[src/rtl/writeback_scoreboard.sv]
// Writeback stage for the 32x32 register file's single write port.
// Merges in-order pipeline results with out-of-order long-latency results,
// keeps a per-register busy scoreboard for decode stalls, and drives the
// regfile write port from flops one cycle after a result is accepted.
module writeback_scoreboard #(
    parameter int MAX_PENDING  = 4,
    parameter int STARVE_LIMIT = 4,
    parameter int DATA_W       = 32
) (
    input  logic              clk,
    input  logic              rst_n,
    input  logic              pipe_valid,
    input  logic [4:0]        pipe_rd,
    input  logic [DATA_W-1:0] pipe_data,
    output logic              pipe_stall,
    input  logic              issue_valid,
    input  logic [4:0]        issue_rd,
    output logic              issue_ready,
    input  logic              lu_valid,
    input  logic [4:0]        lu_rd,
    input  logic [DATA_W-1:0] lu_data,
    output logic              lu_ready,
    input  logic [4:0]        rs1,
    input  logic [4:0]        rs2,
    output logic              rs1_busy,
    output logic              rs2_busy,
    output logic              reg_write,
    output logic [4:0]        write_register,
    output logic [DATA_W-1:0] write_data,
    output logic              sb_error
);

    localparam int PW = 4;
    localparam int CW = (STARVE_LIMIT > 1) ? $clog2(STARVE_LIMIT) : 1;

    logic [31:0]   busy;
    logic [PW-1:0] pending;
    logic [CW-1:0] starve_cnt;

    logic              pipe_win_p0;
    logic              lu_hs_p0;
    logic              issue_hs_p0;
    logic              lu_lose_p0;
    logic              win_vld_p0;
    logic [4:0]        win_rd_p0;
    logic [DATA_W-1:0] win_data_p0;
    logic [31:0]       busy_nxt;
    logic              err_nxt;

    // x0 is never tracked, so it always reads as free.
    function automatic logic busy_of(input logic [31:0] b, input logic [4:0] rd);
        return (rd != 5'd0) && b[rd];
    endfunction

    // Pending count update, clamped so a spurious retire cannot wrap below zero.
    function automatic logic [PW-1:0] pend_update(input logic [PW-1:0] p,
                                                  input logic inc, input logic dec);
        logic [PW-1:0] r;
        r = p;
        if (inc && !dec && (p != {PW{1'b1}}))
            r = p + PW'(1);
        else if (dec && !inc && (p != '0))
            r = p - PW'(1);
        return r;
    endfunction

    // Busy checks use pre-edge state: an rd retiring this cycle still refuses a new issue.
    assign issue_ready = (pending < PW'(MAX_PENDING)) && !busy_of(busy, issue_rd);
    assign lu_ready    = pipe_stall | ~pipe_valid;
    assign rs1_busy    = busy_of(busy, rs1);
    assign rs2_busy    = busy_of(busy, rs2);

    assign pipe_win_p0 = pipe_valid && !pipe_stall;
    assign lu_hs_p0    = lu_valid && lu_ready;
    assign issue_hs_p0 = issue_valid && issue_ready;
    assign lu_lose_p0  = lu_valid && !lu_ready;
    assign win_vld_p0  = pipe_win_p0 || lu_hs_p0;
    assign win_rd_p0   = pipe_win_p0 ? pipe_rd   : lu_rd;
    assign win_data_p0 = pipe_win_p0 ? pipe_data : lu_data;

    // Next busy vector: retire clears first, then a new issue may set.
    always_comb begin
        busy_nxt = busy;
        if (lu_hs_p0 && (lu_rd != 5'd0))
            busy_nxt[lu_rd] = 1'b0;
        if (issue_hs_p0 && (issue_rd != 5'd0))
            busy_nxt[issue_rd] = 1'b1;
        busy_nxt[0] = 1'b0;
    end

    // Protocol violations: retire of an untracked rd, retire with nothing pending, WAW pipe write.
    always_comb begin
        err_nxt = 1'b0;
        if (lu_hs_p0 && (((lu_rd != 5'd0) && !busy[lu_rd]) || (pending == '0)))
            err_nxt = 1'b1;
        if (pipe_win_p0 && busy_of(busy, pipe_rd))
            err_nxt = 1'b1;
    end

    // Control state: scoreboard, pending count, starvation counter, stall and error flags.
    always_ff @(posedge clk or negedge rst_n) begin
        if (!rst_n) begin
            busy       <= '0;
            pending    <= '0;
            starve_cnt <= '0;
            pipe_stall <= 1'b0;
            sb_error   <= 1'b0;
            reg_write  <= 1'b0;
        end else begin
            busy      <= busy_nxt;
            pending   <= pend_update(pending, issue_hs_p0, lu_hs_p0);
            sb_error  <= sb_error | err_nxt;
            reg_write <= win_vld_p0 && (win_rd_p0 != 5'd0);
            if (lu_lose_p0) begin
                if (starve_cnt == CW'(STARVE_LIMIT - 1)) begin
                    pipe_stall <= 1'b1;
                end else begin
                    starve_cnt <= starve_cnt + CW'(1);
                    pipe_stall <= 1'b0;
                end
            end else begin
                starve_cnt <= '0;
                pipe_stall <= 1'b0;
            end
        end
    end

    // Stage p0 -> p1: winner rd/data loaded into the regfile write flops, held when idle.
    always_ff @(posedge clk or negedge rst_n) begin
        if (!rst_n) begin
            write_register <= '0;
            write_data     <= '0;
        end else if (win_vld_p0) begin
            write_register <= win_rd_p0;
            write_data     <= win_data_p0;
        end
    end

endmodule
[config.mk]
export PLATFORM = sky130hd
export DESIGN_NAME = writeback_scoreboard
export DESIGN_NICKNAME = d
export VERILOG_FILES = /design/src/rtl/writeback_scoreboard.sv
export SDC_FILE = /design/constraint.sdc
export NUM_CORES = 1
export LEC_CHECK = 0
export ABC_AREA = 1
export ABC_CLOCK_PERIOD_IN_PS = 5500
export CORE_ASPECT_RATIO = 1.2
export CORE_MARGIN = 4
export CORE_UTILIZATION = 35
export CTS_BUF_LIST = sky130_fd_sc_hd__clkbuf_16
export CTS_CLUSTER_DIAMETER = 150
export CTS_CLUSTER_SIZE = 16
export DETAILED_ROUTE_END_ITERATION = 8
export GPL_ROUTABILITY_DRIVEN = 0
export GPL_TIMING_DRIVEN = 0
export PLACE_DENSITY = 0.58
export SETUP_SLACK_MARGIN = 0.5
export SLEW_MARGIN = 0
export SYNTH_ARGS = -nofsm -noshare
export SYNTH_HDL_FRONTEND = slang
export SYNTH_SLANG_ARGS = --single-unit
[constraint.sdc]
create_clock -name clk -period 5.5 [get_ports clk]
set_clock_uncertainty 0.15 [all_clocks]
set_input_delay 1.1 -clock clk [delete_from_list [all_inputs] [get_ports clk]]
set_output_delay 1.1 -clock clk [all_outputs]
set_load 0.03 [all_outputs]
After elaboration in Yosys (flattened, before gate mapping)
Cells that the tools add are included.

word-level totals
  memory bits (writable) = 0
  flip-flop bits (word level) = 77
  latch bits = 0
  word-level logic and storage cells = 92
  memory bits (read-only) = 0
  memories kept = 0
  output and inout port bits = 44

operators by class
  magnitude comparators = 8
  $mul = 0
  multiplexer cells = 26
  equality and inequality tests = 3
  shifts and indexed selects = 0
  reductions and logical operators = 38
  divide/modulo/power cells = 0
  $add $sub $neg = 3
  bitwise gates (word level) = 6

operators by type and width
  cell                   number
  $mux W32               3
  $and A32 B32 Y32       1
  $not A32 Y32           1
  $or A32 B32 Y32        1
  $lt A5 B6 Y1 const B   5
  $reduce_bool A5 Y1     6
  $bmux W1 S5            5
  $logic_and A1 B1 Y1    21
  $mux W1                11
  $demux W1 S5           2
  $ge A5 B1 Y1 const B   2
  $mux W4                2
  $logic_not A1 Y1       6
  $mux W5                1
  $add A4 B1 Y4 const B  1
  $logic_not A4 Y1       1
  $lt A4 B3 Y1 const B   1
  $mux W2                2
  $ne A4 B4 Y1 const B   1
  $reduce_bool A4 Y1     1
  $sub A4 B1 Y4 const B  1
  $add A2 B1 Y2 const B  1
  $eq A2 B2 Y1 const B   1
  $logic_or A1 B1 Y1     2
  other kinds (4)        5

Depth between registers and ports, before layout
  depth in word-level cells = 11
  depth in mapped cells = 21

Worst setup path before layout
No wires, ideal clock.

  kind = input to output
  start = in rs1[1]
  end = out rs1_busy
  path slack = 1,778 ps
  arrival = 2,472 ps
  stages = 9
  path through = clkbuf_1 -> inv_1 -> a21oi_1 -> o21ai_0 -> o31ai_1 -> nand2_1 -> nand3_1 -> nor2_1 -> a41oi_1

on the way
  word-level cells in the longest chain between the ends = 3

ends and longest elaborated chain
  item                           RTL line  text
  from (decl)                    23        input logic [4:0] rs1,
  $bmux W1 S5                    52        return (rd != 5'd0) && b[rd];
  $mux W1 (not written as such)  52
  $logic_and A1 B1 Y1 *          52
  to (decl)                      25        output logic rs1_busy,

Mark *: on every way between the ends. The rest lies on a longest branch, timed or not. The select of a mux whose other input is x is not followed.

Worst setup path in the final report
  start = in rs2[0]
  end = out rs2_busy

on the way
  word-level cells in the longest chain between the ends = 3

ends and longest elaborated chain
  item                           RTL line  text
  from (decl)                    24        input logic [4:0] rs2,
  $bmux W1 S5                    52
  $mux W1 (not written as such)  52
  $logic_and A1 B1 Y1 *          52
  to (decl)                      26        output logic rs2_busy,

Marked as above.

==> results.yml <==
power_and_ir_drop:
  netSwitchingPower_mw: 0.991
  p_int_mw: 1.48
  p_comb_share_pct: 36.5
  p_sw_share_pct: 40.1
  leakage_nw: 3.06
  p_per_area_mw_per_mm2: 355
  power_frac_clock_pct: 27.6
  seq_power_share_pct: 35.9
  ir_drop_mv: 0.169
yosys:
  synthXorXnorAreaFrac_pct: 0.346
  synth_compound_area_share_pct: 21.3
  yosys.area.top_type_share_pct: 38.1
  ys_seq_area_share_pct: 38.1
  yosys.area.top_type: "dfrtp_1"
  synth_cells: 746
  synth_seq_cells: 77
  synth_area_leaders: "dfrtp_1 (38%), nand2_1 (20%), o21ai_0 (10%), nand3_1 (6.1%), inv_1 (4.5%)"
  muxShareOfSynthArea_pct: 0
  synth_cell_types: 37
  syn-mean-instance-area_um2: 6.78
  yosysWarnings: 0
  syn-num-nets: 844
  synth_area_mm2: 0.00506
  synth_top_family_by_area: "simple AND/OR/NAND/NOR gates"
  synthSimpleGateAreaFrac_pct: 31.5
  synth_fa_ha_area_share_pct: 1.14
hold_path:
  min_to: "write_data[23]"
  hold_path_depth: 2
  hold_class: "reg -> reg"
  min-delay-start: "write_data[23]"
final_layout:
  stdcell_area_mm2: 0.00696
  area_delta_synth_final_pct: 37.6
  n_antenna_cell: 0
  final_nets: 989
  drive_above_1_share_pct: 6.25
  final_common_cell: "nand2_1"
  most-common-layout-cells: "nand2_1 (269), clkdlybuf4s50_1 (132), o21ai_0 (105)"
global_routing:
  grt_max_degree: 43
  grt_usage_pct: 23.7
  antenna_found_initial: 0
  grt_pass1_wl_um: 31000
  grt-ovfl-total: 0
  grt_pass1_vias: 5805
routing:
  dr_wl_met3_um: 1630
  avgViaCountPerCell: 5.41
  drc: 0
  ant_nets: 0
  drtIter0Drc: 436
  num_vias: 5771
  first_pass_iters: 6
  wl_met1_um: 7570
  wirelength_um: 19800
  highest_layer: "met4"
  wl_per_cell_um: 18.5
  wl_met2_um: 9410
placed_design:
  port_buffers: 133
  dp_hpwl_um: 15100
  place_area_mm2: 0.00662
timing:
  holdWs_ns: 0.337
  slew_headroom_pct: 44.8
  worst_pin_slew_ns: 0.825
  finalCritPeriodShare_pct: 87.8
  drv_slew: 0
  finalHoldViolCount: 0
  tns_ns: 0
  finalSetupViolCount: 0
  max_freq_mhz: 207
  rsz0062_at_grt: "false"
  min_period_ns: 4.83
critical_path:
  rrSetupSlack_ns: 2.77
  worstReg2RegEnd: "pending[3]"
  endpoint_kind: "primary output"
  cp_top_family: "buffers and inverters"
  startpoint_type: "input port"
  cp_num_buf_inv: 4
  r2r_start: "busy[27]"
  cp_cell_sequence: "clkdlybuf4s50_1 -> inv_1 -> clkbuf_1 -> a21oi_1 -> o21ai_0 -> nand3_1 -> nand3_1 -> a41oi_1 -> clkdlybuf4s50_1"
  cpPeakStageDelay_ns: 0.72
  critPathKind: "in -> out"
  crit_arrival_ns: 3.58
  reg2reg_depth: 19
  worstPathMaxFanout: 10
  required_ns: 4.25
  critPathSlowestCell: "clkdlybuf4s50_1"
floorplanning:
  num_rows: 47
  die_h_um: 140
  start_util_pct: 36.1
  core_region_area_mm2: 0.0140
  ios: 138
  dieArea_mm2: 0.0164
  die_w_um: 118
clock_network:
  numCtsBuffers: 9
  holdBufCountCts: 0
  cts_num_sinks: 77
  cts_resized: 0
  post_cts.repair.setup_buffers: 0
  clock_latency_ns: 0.34
  cts_root_buf: "clkbuf_16"
  h-tree-depth: 3
  clk_path_buf_depth: 2
  path_clk_slew_ns: 0.06
  cts_tree: "done"
flow_run:
  maxCapViolCount: 0
status:
  status: "finished clean"
[power by group through the flow]
stage          combinational (mW)  sequential (mW)  clock, mW
2_1_floorplan               0.508            0.855          0
3_3_place_gp                0.875            0.882          0
6_report                    0.903            0.887      0.682
4_1_cts                     0.897            0.877      0.696
3_5_place_dp                0.890            0.886          0
5_1_grt                     0.992            0.898      0.719
[how the worst max path moves through the flow]
stage | startpoint | endpoint | slack (ns) | cells after the start
floorplan | rs1[1] | rs1_busy | 1.78 | 9
CTS | rs2[0] | rs2_busy | 0.75 | 9
global route | rs2[0] | rs2_busy | 0.57 | 9
detailed placement | rs2[0] | rs2_busy | 0.75 | 9
global placement | rst_n | sb_error | 0.35 | 1
finish | rs2[0] | rs2_busy | 0.67 | 9
[sequential cells by signal, indices dropped and copies added, names as in the netlist]
signal	flops
busy	31
pending	4
pipe_stall	1
reg_write	1
sb_error	1
starve_cnt	2
write_data	32
write_register	5
[layer usage]
layer / global-route usage, % / up-vias
li1: - / 2765
met1: 27.1 / 2618
met2: 40.2 / 315
met3: 5.52 / 73
met4: 14.1 / 0
met5: 0 / -
[worst reg2reg max path: stages, from the launching register on]
cell and delay, ns:
dfrtp_1 0.53, nand2_1 0.13, nand2_1 0.05, nand2_1 0.05, nand2_1 0.05, nand2_1 0.05, nand2_1 0.05, nor2_1 0.15
nand2_2 0.10, nor2_4 0.13, nand3_2 0.16, ha_1 0.37, nand2_1 0.09, nand2_1 0.05, a31oi_1 0.18, inv_1 0.07
nand2_1 0.09, nand2_1 0.06, nand2_1 0.05, nand2_1 0.05
[synth_stat cells, drive strengths merged]
| cell | count |
|---|---|
| fa | 1 |
| nor3 | 18 |
| a41oi | 2 |
| a22oi | 1 |
| o31ai | 2 |
| nor2 | 22 |
| dfrtp | 77 |
| nor4 | 1 |
| ha | 3 |
| clkinv | 1 |
| nand2 | 275 |
| xor2 | 2 |
| a31oi | 2 |
| buf | 6 |
| a21oi | 42 |
| o21ai | 123 |
| nand3 | 63 |
| o221ai | 2 |
| inv | 64 |
| and3 | 1 |
| o2111ai | 1 |
| clkbuf | 21 |
| nand4 | 3 |
| o211ai | 6 |
| o22ai | 7 |
[logic make-up after synthesis]
family,count (synthesis)
AOI/OAI and AO/OA,188
xor gates and xnor gates,2
adders and majority gates,4
buffers and inverters,92
DFF,77
and+or+nand+nor,383
[per-stage QoR]
stage	total power, mW	setup slack (ns)	util, %	instances
global route	2.61	0.573	49.7	1067
finish	2.47	0.669	49.7	1067
CTS	2.47	0.746	49.7	1067
floorplan	1.36	1.78	-	746
detailed placement	1.78	0.754	47.3	1051
global placement	1.76	0.345	47.2	1050
[layout make-up]
type	count	area, um^2
Sequential cell	77	1930
Inverter	65	246
Clock inverter	7	113
Buffer	27	139
Clock buffer	9	225
Fill cell	1399	7040
Multi-Input combinational cell	577	2750
Timing Repair Buffer	134	1350
Tap cell	171	214
Note: power is estimated with default switching activity, not from simulation.
==> variant (same settings) <==
Take the reset off `pending` and load it in a clocked block of its own.
--- a/src/rtl/writeback_scoreboard.sv
+++ b/src/rtl/writeback_scoreboard.sv
@@ -103,3 +103,2 @@
             busy       <= '0;
-            pending    <= '0;
             starve_cnt <= '0;
@@ -110,3 +109,2 @@
             busy      <= busy_nxt;
-            pending   <= pend_update(pending, issue_hs_p0, lu_hs_p0);
             sb_error  <= sb_error | err_nxt;
@@ -127,2 +125,6 @@
 
+    always_ff @(posedge clk) begin
+        pending <= pend_update(pending, issue_hs_p0, lu_hs_p0);
+    end
+
     // Stage p0 -> p1: winner rd/data loaded into the regfile write flops, held when idle.
Check against the original RTL: not equivalent (a bounded check fails within 4 cycles, from zero or initial values and one cycle with rst_n low).
==> variant against the unedited design <==
Area after synthesis grew 2.4%. Setup slack gained 61 ps. Core utilization shrank 1.0 points. Total power shrank 18%. Wire length shrank 1.1%. Sequential share of layout area shrank 0.080 points. First-iteration DRC count shrank 1.4%. Sequential cell count is the same. Final area grew 1.3%. Highest routed layer unchanged.
==> variant: results (changes against the unedited design) <==
### STA
* minimum hold slack: 331.3 ps, -5.677 ps
* Worst Tran Pin Value: 545.2 ps, -279.6 ps

### Synth
* Post-synth top cells: sky130_fd_sc_hd__nand2_1 (283), sky130_fd_sc_hd__o21ai_0 (105), sky130_fd_sc_hd__dfrtp_1 (73)
* area share of fa/ha/maj cells after synthesis: 1.111%, -0.027 points
* sequential area share after synthesis: 37.59%, -0.51 points
* count of flip-flops with a built-in enable after synthesis: 4, +4
* async set or reset register ratio after synthesis: 94.81%, -5.2 points
* number of unique standard cell types used by synthesis: 28, -24%
* number of nets in the synthesized netlist: 898, +6.4%
* synthesized netlist cell count: 800, +7.2%
* fraction of synthesized cell area in xor and xnor cells: 0.5074%, +0.16 points
* fraction of the mapped netlist area in compound gates: 15.83%, -5.5 points
* largest cells by area after synthesis: sky130_fd_sc_hd__dfrtp_1 (35%), sky130_fd_sc_hd__nand2_1 (21%), sky130_fd_sc_hd__o21ai_0 (10%)

### Critical path
* RR Startpoint: busy[9]
* register-to-register setup slack: 2620 ps, -150 ps
* highest fanout seen on the critical path: 10, unchanged
* destination of the worst register-to-register timing path: pending[3]
* reg2reg path depth: 17, -2

### Detailed routing
* Met2 Routed Length: 9889 um, +5.1%
* Post-Route M1 WL: 7877 um, +4.0%
* met3 WL: 1195 um, -27%
* wire length reported by the detailed router: 19550 um, -1.1%
* routed wire length per instance: 17.01 um, -8.2%
* via count normalized by instance count: 5.059, -6.5%
* Iteration-0 DRC Markers: 430, -1.4%
* drt pass-1 iters: 5, -1

### Worst hold path
* end point of the most critical hold path: write_data[31]
* startpoint of the lowest-slack hold path: write_data[31]

### Clocking
* buffer levels on the longest clock path: 2, unchanged
* Clk Latency, worst-skew pair: 340 ps, about the same
* clock buffers created by TritonCTS: 9, unchanged
* CTS Root Buffer Type: sky130_fd_sc_hd__clkbuf_16

### Placed design
* post-placement worst setup slack: 734.2 ps, -19.64 ps
* Post-Place Cells: 1134, +7.9%
* cell area after placement: 6785 um2, +2.5%
* sum of net half-perimeters after detailed placement: 15190 um, +0.45%

### Layout
* combined area of the multi-input logic cells: 2794 um2, +1.8%
* Fillers: 1505, +7.6%
* Final #Nets: 1043, +5.5%
* antenna diode instance count: 0, unchanged
* share of layout cells above drive strength 1: 3.056%, -3.2 points

### Global route
* number of global-route vias before repair: 5563, -4.2%
* largest net degree at the start of global routing: 66, +53%
* Total GRT Usage: 23.08%, -0.57 points
* wire length of the first global-routing pass: 30140 um, -2.7%

### Power and ir drop
* worst voltage drop across the vdd grid: 0.1830 mV, +8.0%
* reported leakage power: 3.184 nW, +4.2%

### Run status
* result of the run: finished, final reports clean

variant: worst max-delay path, cell delays in order:
cell and delay [ps]:
sky130_fd_sc_hd__clkdlybuf4s50_1 540, sky130_fd_sc_hd__buf_2 250, sky130_fd_sc_hd__o21ai_0 130, sky130_fd_sc_hd__nand2_1 70
sky130_fd_sc_hd__nand2_1 90, sky130_fd_sc_hd__nand2_1 70, sky130_fd_sc_hd__nand2_1 50, sky130_fd_sc_hd__nor2_1 80
sky130_fd_sc_hd__nand2_1 90, sky130_fd_sc_hd__nor2_4 190, sky130_fd_sc_hd__buf_6 180, sky130_fd_sc_hd__clkdlybuf4s50_1 680
variant: how the worst max path moves through the flow:
| stage | startpoint | endpoint | slack [ps] | cells past startpoint |
|---|---|---|---|---|
| final | issue_rd[0] | issue_ready | 730 | 12 |
| after global routing | issue_rd[0] | issue_ready | 560 | 12 |
| after detailed placement | issue_rd[0] | issue_ready | 730 | 12 |
| after global placement | rst_n | busy[13] | 490 | 1 |
| after CTS | issue_rd[0] | issue_ready | 730 | 12 |
| after floorplan | rs2[0] | rs2_busy | 1780 | 10 |
variant: layer usage:
layer | vias to the layer above | global-route usage, %
met5 | - | 0
met2 | 189 | 39.89
met4 | 0 | 8.664
li1 | 2931 | -
met1 | 2661 | 28.06
met3 | 32 | 5.223
variant: report_power, final:
part	internal, mW	switching [mW]	total (mW)
logic	0.269	0.409	0.678
clock network	0.303	0.243	0.546
registers	0.675	0.135	0.810
total	1.25	0.788	2.03
variant: final cells by class:
type / count / share of cell area [%]
sequential: 77 / 27.61
buffer: 38 / 2.431
clock buffer: 9 / 3.194
clock inverter: 6 / 0.5679
tap: 200 / 3.549
timing repair buffer: 134 / 19.24
inverter: 71 / 3.780
multi-input combinational: 614 / 39.63
